$ cat config.mk
export PLATFORM = sky130hd
export DESIGN_NAME = ras_ckpt_ctrl
export DESIGN_NICKNAME = d
export VERILOG_FILES = /design/src/rtl/ras_ckpt_ctrl_pkg.sv /design/src/rtl/ras_ckpt_ctrl_callret_decode.sv /design/src/rtl/ras_ckpt_ctrl.sv
export SDC_FILE = /design/constraint.sdc
export NUM_CORES = 1
export LEC_CHECK = 0
export BUFFER_PORTS_ARGS = -buffer_cell sky130_fd_sc_hd__buf_2
export CAP_MARGIN = 0
export CORE_MARGIN = 4
export CORE_UTILIZATION = 40
export CTS_BUF_LIST = sky130_fd_sc_hd__clkbuf_2 sky130_fd_sc_hd__clkbuf_4 sky130_fd_sc_hd__clkbuf_8
export CTS_CLUSTER_DIAMETER = 150
export DETAILED_ROUTE_END_ITERATION = 8
export GPL_ROUTABILITY_DRIVEN = 0
export PLACE_DENSITY_LB_ADDON = 0.15
export SYNTH_ARGS = -nofsm -noshare
export SYNTH_HDL_FRONTEND = slang
export SYNTH_HIERARCHICAL = 1
export SYNTH_SLANG_ARGS = --single-unit
$ cat constraint.sdc
create_clock -name clk -period 28.9 [get_ports clk]
set_input_delay 8.67 -clock clk [delete_from_list [all_inputs] [get_ports clk]]
set_output_delay 8.67 -clock clk [all_outputs]
set_load 0.02 [all_outputs]
$ cat src/rtl/ras_ckpt_ctrl_pkg.sv
// Shared types for the RAS front-end: RAS entry, opcodes, RAS command and checkpoint layout.
// Also holds the FSM state type used by ras_ckpt_ctrl.
package ras_ckpt_ctrl_pkg;

  localparam int RAS_DEPTH_DEF = 32;
  localparam int RAS_PW        = $clog2(RAS_DEPTH_DEF);

  localparam logic [4:0] LINK_X1 = 5'd1;
  localparam logic [4:0] LINK_X5 = 5'd5;

  typedef enum logic [6:0] {
    OPC_BRANCH = 7'b1100011,
    OPC_JALR   = 7'b1100111,
    OPC_JAL    = 7'b1101111
  } opcode_e;

  typedef struct packed {
    logic        valid;
    logic [31:0] addr;
  } ras_t;

  typedef enum logic [1:0] {
    RAS_NONE = 2'd0,
    RAS_PUSH = 2'd1,
    RAS_POP  = 2'd2
  } ras_op_e;

  // RAS state seen before the instruction's own op, plus that op and its link address.
  typedef struct packed {
    logic [RAS_PW-1:0] ptr;
    ras_t              top;
    ras_op_e           op;
    logic [31:0]       link_pc;
  } ras_ckpt_t;

  typedef enum logic {
    ST_IDLE        = 1'b0,
    ST_RECOVER_POP = 1'b1
  } ckpt_state_e;

  function automatic logic is_link(input logic [4:0] r);
    return (r == LINK_X1) || (r == LINK_X5);
  endfunction

endpackage

$ cat src/rtl/ras_ckpt_ctrl_callret_decode.sv
// Combinational call/return classifier: instruction word -> control-flow flag and RAS op.
// Module name ras_callret_decode.
module ras_callret_decode
  import ras_ckpt_ctrl_pkg::*;
(
  input  logic [31:0] i_instr,
  output logic        o_is_cf,
  output ras_op_e     o_op
);

  logic [6:0] w_opc;
  logic [4:0] w_rd;
  logic [4:0] w_rs1;
  logic [2:0] w_funct3;
  logic       w_unused;

  assign w_opc    = i_instr[6:0];
  assign w_rd     = i_instr[11:7];
  assign w_funct3 = i_instr[14:12];
  assign w_rs1    = i_instr[19:15];
  assign w_unused = ^i_instr[31:20];

  always_comb begin
    o_is_cf = 1'b0;
    o_op    = RAS_NONE;
    case (w_opc)
      OPC_JAL: begin
        o_is_cf = 1'b1;
        if (is_link(w_rd)) o_op = RAS_PUSH;
      end
      OPC_JALR: begin
        if (w_funct3 == 3'b000) begin
          o_is_cf = 1'b1;
          // A link rd wins even when rs1 is also a link register (coroutine swap treated as call).
          if (is_link(w_rd))       o_op = RAS_PUSH;
          else if (is_link(w_rs1)) o_op = RAS_POP;
        end
      end
      OPC_BRANCH: o_is_cf = 1'b1;
      default: ;
    endcase
  end

endmodule

$ cat src/rtl/ras_ckpt_ctrl.sv
// RAS driver and checkpoint FIFO: issues push/pop, predicts returns, restores RAS on mispredict.
// Optional statistics counters enabled by defining RAS_CKPT_STATS_EN.
//   state          | meaning
//   ST_IDLE        | normal fetch decode
//   ST_RECOVER_POP | re-apply the squashed return's pop, fetch held
module ras_ckpt_ctrl
  import ras_ckpt_ctrl_pkg::*;
#(
  parameter  int NUM_CKPT  = 8,
  parameter  int RAS_DEPTH = RAS_DEPTH_DEF,
  localparam int CW        = $clog2(NUM_CKPT),
  localparam int PW        = $clog2(RAS_DEPTH)
) (
  input  logic          clk,
  input  logic          rst,
  input  logic          i_fetch_valid,
  input  logic [31:0]   i_fetch_instr,
  input  logic [31:0]   i_fetch_pc,
  output logic          o_fetch_ready,
  output logic [CW-1:0] o_fetch_ckpt_tag,
  output logic          o_pred_ret_valid,
  output logic [31:0]   o_pred_ret_target,
  output logic          o_ras_push,
  output logic          o_ras_pop,
  output ras_t          o_ras_din,
  input  ras_t          i_ras_dout,
  input  logic [PW-1:0] i_ras_stack_ptr,
  input  logic          i_cdb_br_valid,
  input  logic          i_cdb_br_mispred,
  input  logic [CW-1:0] i_cdb_br_tag,
  input  logic          i_commit_valid,
  output ras_t          o_br_ras_top,
  output logic [PW-1:0] o_br_stack_ptr_val
`ifdef RAS_CKPT_STATS_EN
  ,
  output logic [31:0]   o_stat_recover_cnt,
  output logic [31:0]   o_stat_full_stall_cnt
`endif
);

  localparam logic [CW:0] FULL_CNT = NUM_CKPT[CW:0];

  logic [CW:0] r_head, r_tail;
  ckpt_state_e r_state, w_state_nxt;
  ras_ckpt_t   r_ckpt [NUM_CKPT];

  logic        w_is_cf, w_full, w_mispred, w_accept, w_alloc;
  ras_op_e     w_op;
  logic [CW:0] w_count, w_tag_full;
  ras_ckpt_t   w_rd_entry;

  ras_callret_decode u_decode (
    .i_instr (i_fetch_instr),
    .o_is_cf (w_is_cf),
    .o_op    (w_op)
  );

  assign w_mispred  = i_cdb_br_valid & i_cdb_br_mispred;
  assign w_count    = r_tail - r_head;
  assign w_full     = (w_count == FULL_CNT);
  assign w_rd_entry = r_ckpt[i_cdb_br_tag];
  // Rebuild the wrap bit of the resolved tag: below head's index means it lives in the next lap.
  assign w_tag_full = {r_head[CW] ^ (i_cdb_br_tag < r_head[CW-1:0]), i_cdb_br_tag};

  assign o_fetch_ready = (r_state == ST_IDLE) & ~w_mispred & ~(w_is_cf & w_full);
  assign w_accept      = i_fetch_valid & o_fetch_ready;
  assign w_alloc       = w_accept & w_is_cf;

  always_comb begin
    o_ras_push         = 1'b0;
    o_ras_pop          = 1'b0;
    o_ras_din          = '0;
    o_fetch_ckpt_tag   = '0;
    o_pred_ret_valid   = 1'b0;
    o_pred_ret_target  = '0;
    o_br_ras_top       = '0;
    o_br_stack_ptr_val = '0;
    w_state_nxt        = r_state;
    if (w_mispred) begin
      o_br_stack_ptr_val = w_rd_entry.ptr;
      o_br_ras_top       = w_rd_entry.top;
      w_state_nxt        = ST_IDLE;
      case (w_rd_entry.op)
        RAS_PUSH: begin
          o_br_stack_ptr_val = w_rd_entry.ptr + 1'b1;
          o_br_ras_top       = '{valid: 1'b1, addr: w_rd_entry.link_pc};
        end
        RAS_POP: w_state_nxt = ST_RECOVER_POP;
        default: ;
      endcase
    end else if (r_state == ST_RECOVER_POP) begin
      o_ras_pop   = 1'b1;
      w_state_nxt = ST_IDLE;
    end else if (w_accept) begin
      o_ras_push = (w_op == RAS_PUSH);
      o_ras_pop  = (w_op == RAS_POP);
      if (w_op == RAS_PUSH) o_ras_din = '{valid: 1'b1, addr: i_fetch_pc + 32'd4};
      if (w_is_cf) o_fetch_ckpt_tag = r_tail[CW-1:0];
      if ((w_op == RAS_POP) && i_ras_dout.valid) begin
        o_pred_ret_valid  = 1'b1;
        o_pred_ret_target = i_ras_dout.addr;
      end
    end
  end

  always_ff @(posedge clk) begin
    if (rst) begin
      r_state <= ST_IDLE;
      r_head  <= '0;
      r_tail  <= '0;
    end else begin
      r_state <= w_state_nxt;
      if (i_commit_valid) r_head <= r_head + 1'b1;
      if (w_mispred)    r_tail <= w_tag_full + 1'b1;
      else if (w_alloc) r_tail <= r_tail + 1'b1;
    end
  end

  always_ff @(posedge clk) begin
    if (w_alloc)
      r_ckpt[r_tail[CW-1:0]] <= '{ptr: i_ras_stack_ptr, top: i_ras_dout, op: w_op,
                                  link_pc: i_fetch_pc + 32'd4};
  end

  a_tag_in_flight: assert property (@(posedge clk) disable iff (rst)
    w_mispred |-> ((w_tag_full - r_head) < w_count));

`ifdef RAS_CKPT_STATS_EN
  logic [31:0] r_stat_recover_cnt, r_stat_full_stall_cnt;

  always_ff @(posedge clk) begin
    if (rst) begin
      r_stat_recover_cnt    <= '0;
      r_stat_full_stall_cnt <= '0;
    end else begin
      if (w_mispred && (r_stat_recover_cnt != '1))
        r_stat_recover_cnt <= r_stat_recover_cnt + 1'b1;
      if (i_fetch_valid && w_is_cf && w_full && (r_stat_full_stall_cnt != '1))
        r_stat_full_stall_cnt <= r_stat_full_stall_cnt + 1'b1;
    end
  end

  assign o_stat_recover_cnt    = r_stat_recover_cnt;
  assign o_stat_full_stall_cnt = r_stat_full_stall_cnt;
`else
  // Statistics counters not built.
`endif

endmodule
==> flow_metrics.env <==
export IMPL_wire_per_inst_microns=25.0
export IMPL_die_h_microns=255
export IMPL_hp_class="register to register"
export IMPL_r2r_cells=9
export IMPL_synth_nets=1362
export IMPL_overflow=0
export IMPL_fmax_mhz=48.4
export IMPL_first_pass_iters=5
export IMPL_yosysWarnings=6
export IMPL_maxCapViolations=0
export IMPL_vias_per_cell=5.42
export IMPL_crit_path_end="o_br_ras_top[11]"
export IMPL_cts_tree="built"
export IMPL_critical_path_class="input port to primary output"
export IMPL_cts_max_path_buffers=3
export IMPL_worst_slack_ps=8250
export IMPL_layout_common_cells="576 x edfxtp_1, 203 x buf_2, 139 x mux4_2"
export IMPL_grt_util_all_layers_pct=18.2
export IMPL_grt_pass1_vias=13300
export IMPL_io_pins=221
export IMPL_irDropWorstVdd_uv=35.9
export IMPL_fin_tns_setup_ps=0
export IMPL_dieWidth_microns=255
export IMPL_drt_total_wl_mm=58.9
export IMPL_switching_share_pct=22.2
export IMPL_ys_async_sr_fraction_pct=0
export IMPL_rsz0062_at_grt="false"
export IMPL_fin_worst_skew_ps=17.6
export IMPL_worstSetupEndpointType="primary output"
export IMPL_finalSetupViolations=0
export IMPL_postCtsHoldBufs=0
export IMPL_slew_headroom_pct=18.3
export IMPL_arrival_ps=11980
export IMPL_cts_resized=0
export IMPL_internal_power_uw=1340
export IMPL_r2r_end="r_ckpt[3][68]"
export IMPL_antenna_found_initial=1
export IMPL_synth_flop_cell="edfxtp_1"
export IMPL_cts_buffers=95
export IMPL_hold_viol=0
export IMPL_insertion_delay_ps=650
export IMPL_initial_core_util_pct=40.4
export IMPL_power_frac_clock_pct=39.7
export IMPL_post_place_ws_ps=8100
export IMPL_final_area_sq_um=28000
export IMPL_cp_required_ps=20230
export IMPL_startpoint_type="input port"
export IMPL_area_growth_pct=15.0
export IMPL_clkTransAtPathRegs_ps=60
export IMPL_grt_pass1_wl_mm=86.5
export IMPL_grt_max_degree=72
export IMPL_core_area_sq_um=60400
export IMPL_synth_distinct_cells=63
export IMPL_r2r_slack_ps=24660
export IMPL_p_sw_uw=383
export IMPL_comb_power_share_pct=6.2
export IMPL_first_iter_violations=904
export IMPL_crit_fanout=64
export IMPL_final_nets=1621
export IMPL_p_per_area_nw_per_um2=61.6
export IMPL_ant_nets=0
export IMPL_synth_cells=1242
export IMPL_layout_cells_non_filler=2360
export IMPL_cts_setup_buffers=0
export IMPL_slew_violations=0
export IMPL_synth_edf_count=576
export IMPL_dp_cells=2186
export IMPL_io_buffers=206
export IMPL_synth_seq_cells=585
export IMPL_status="finished clean"
export IMPL_rows=90
export IMPL_min_period_over_period_pct=71.4
export IMPL_dpl_cell_area_sq_um=26200
export IMPL_clock_sinks=585
export IMPL_startpoint="i_cdb_br_tag[1]"
export IMPL_place_hpwl_mm=33.6
export IMPL_synthesis_area_sq_um=24400
export IMPL_avgSynthCellArea_sq_um=19.6
export IMPL_drc=0
export IMPL_drive_gt1_share_pct=36.9
export IMPL_regToRegStartpoint="r_tail[0]"
export IMPL_hold_ws_ps=583
export IMPL_seq_area_frac_synth_pct=71.7
export IMPL_seqPwrFrac_pct=54.1
export IMPL_leakagePower_uw=0.00941
export IMPL_final_common_cell="edfxtp_1"
export IMPL_num_vias=12800
export IMPL_worstMarginPinSlew_ps=1220
export IMPL_finalCriticalPeriod_ps=20650
export IMPL_die_area_sq_um=65000
export IMPL_h_tree_depth=3
export IMPL_cts_root_buffer="clkbuf_8"
==> cell usage after synthesis, types with 9 or more instances <==
master      n  area [sq um]
xor2_1     12           105
nand3_1    18          90.1
nor3_1     15          75.1
dfxtp_1     9           180
mux4_2    139          3130
nand2_1    29           109
mux2i_1    36           360
inv_1      15          56.3
a221oi_2   14           210
and3_1      9          56.3
a211oi_2   11           138
buf_4      25           188
nor2_1     29           109
and2_1     33           206
clkbuf_1   12          45.0
mux2_2     11           124
nor2b_1    63           394
buf_2      26           130
nand4_1    11          68.8
a211oi_1   24           180
edfxtp_1  576         17300
ha_1        9           113
xnor2_1    23           201
a221oi_1   18           158
==> cell families after synthesis <==
| group | synth area share, % |
|---|---|
| compound gates | 3.90 |
| xor+xnor | 1.26 |
| fa+ha+maj | 0.462 |
| buf+inv | 2.07 |
| flops | 71.7 |
| mux | 14.8 |
| simple gates | 5.83 |
==> metrics by stage <==
step / total power (uW) / util [%]
after floorplan: 1020 / -
after global placement: 1060 / 43.4
after detailed placement: 1060 / 43.4
after CTS: 1750 / 46.5
after global routing: 1800 / 46.5
final: 1730 / 46.5
==> flip-flops by register name, summed over array words and instances, names as in the netlist <==
signal / count
r_head: 4
r_ckpt: 576
r_state: 1
r_tail: 4
==> power groups by stage <==
| stage | Sequential, uW | Clock (uW) | Combinational (uW) |
|---|---|---|---|
| global placement | 952 | 0 | 108 |
| detailed placement | 952 | 0 | 110 |
| finish | 934 | 685 | 107 |
| global route | 934 | 747 | 117 |
| floorplan | 952 | 0 | 70.2 |
| CTS | 934 | 705 | 110 |
==> layer usage <==
layer | routed length, microns | share of wire [%] | vias to the layer above | global-route usage [%]
li1 | - | - | 5650 | -
met1 | 25600 | 44 | 6689 | 24.8
met2 | 28900 | 49 | 357 | 30.1
met3 | 3110 | 5.3 | 94 | 3.86
met4 | 1230 | 2.1 | 0 | 5.11
met5 | 0 | 0 | - | 0
==> worst min-delay path by stage <==
stage / to / depth (start not counted) / slack [ps] / start
after CTS: r_head[3] / 2 / 590 / r_head[3]
after detailed placement: r_head[3] / 2 / 570 / r_head[3]
after floorplan: r_head[1] / 2 / 510 / r_head[1]
after global placement: r_head[1] / 2 / 540 / r_head[1]
final: r_head[1] / 2 / 580 / r_head[1]
after global routing: r_head[1] / 2 / 610 / r_head[1]
==> cell type report <==
class	instances	area (sq um)
inverter	16	60.1
clock inverter	36	185
multi-input combinational	571	6460
sequential	585	17500
clock buffer	136	1630
tap	782	978
antenna	2	5.00
fill	5250	32300
timing repair buffer	232	1240
==> worst max-delay path, stage by stage <==
cell and delay, ps:
buf_6 410, buf_4 830, or3b_1 260, nand3_1 120, a41o_2 400, buf_4 350
a221oi_1 490, a211oi_1 160, buf_2 220
No activity file was read; power rests on OpenSTA's default activity.
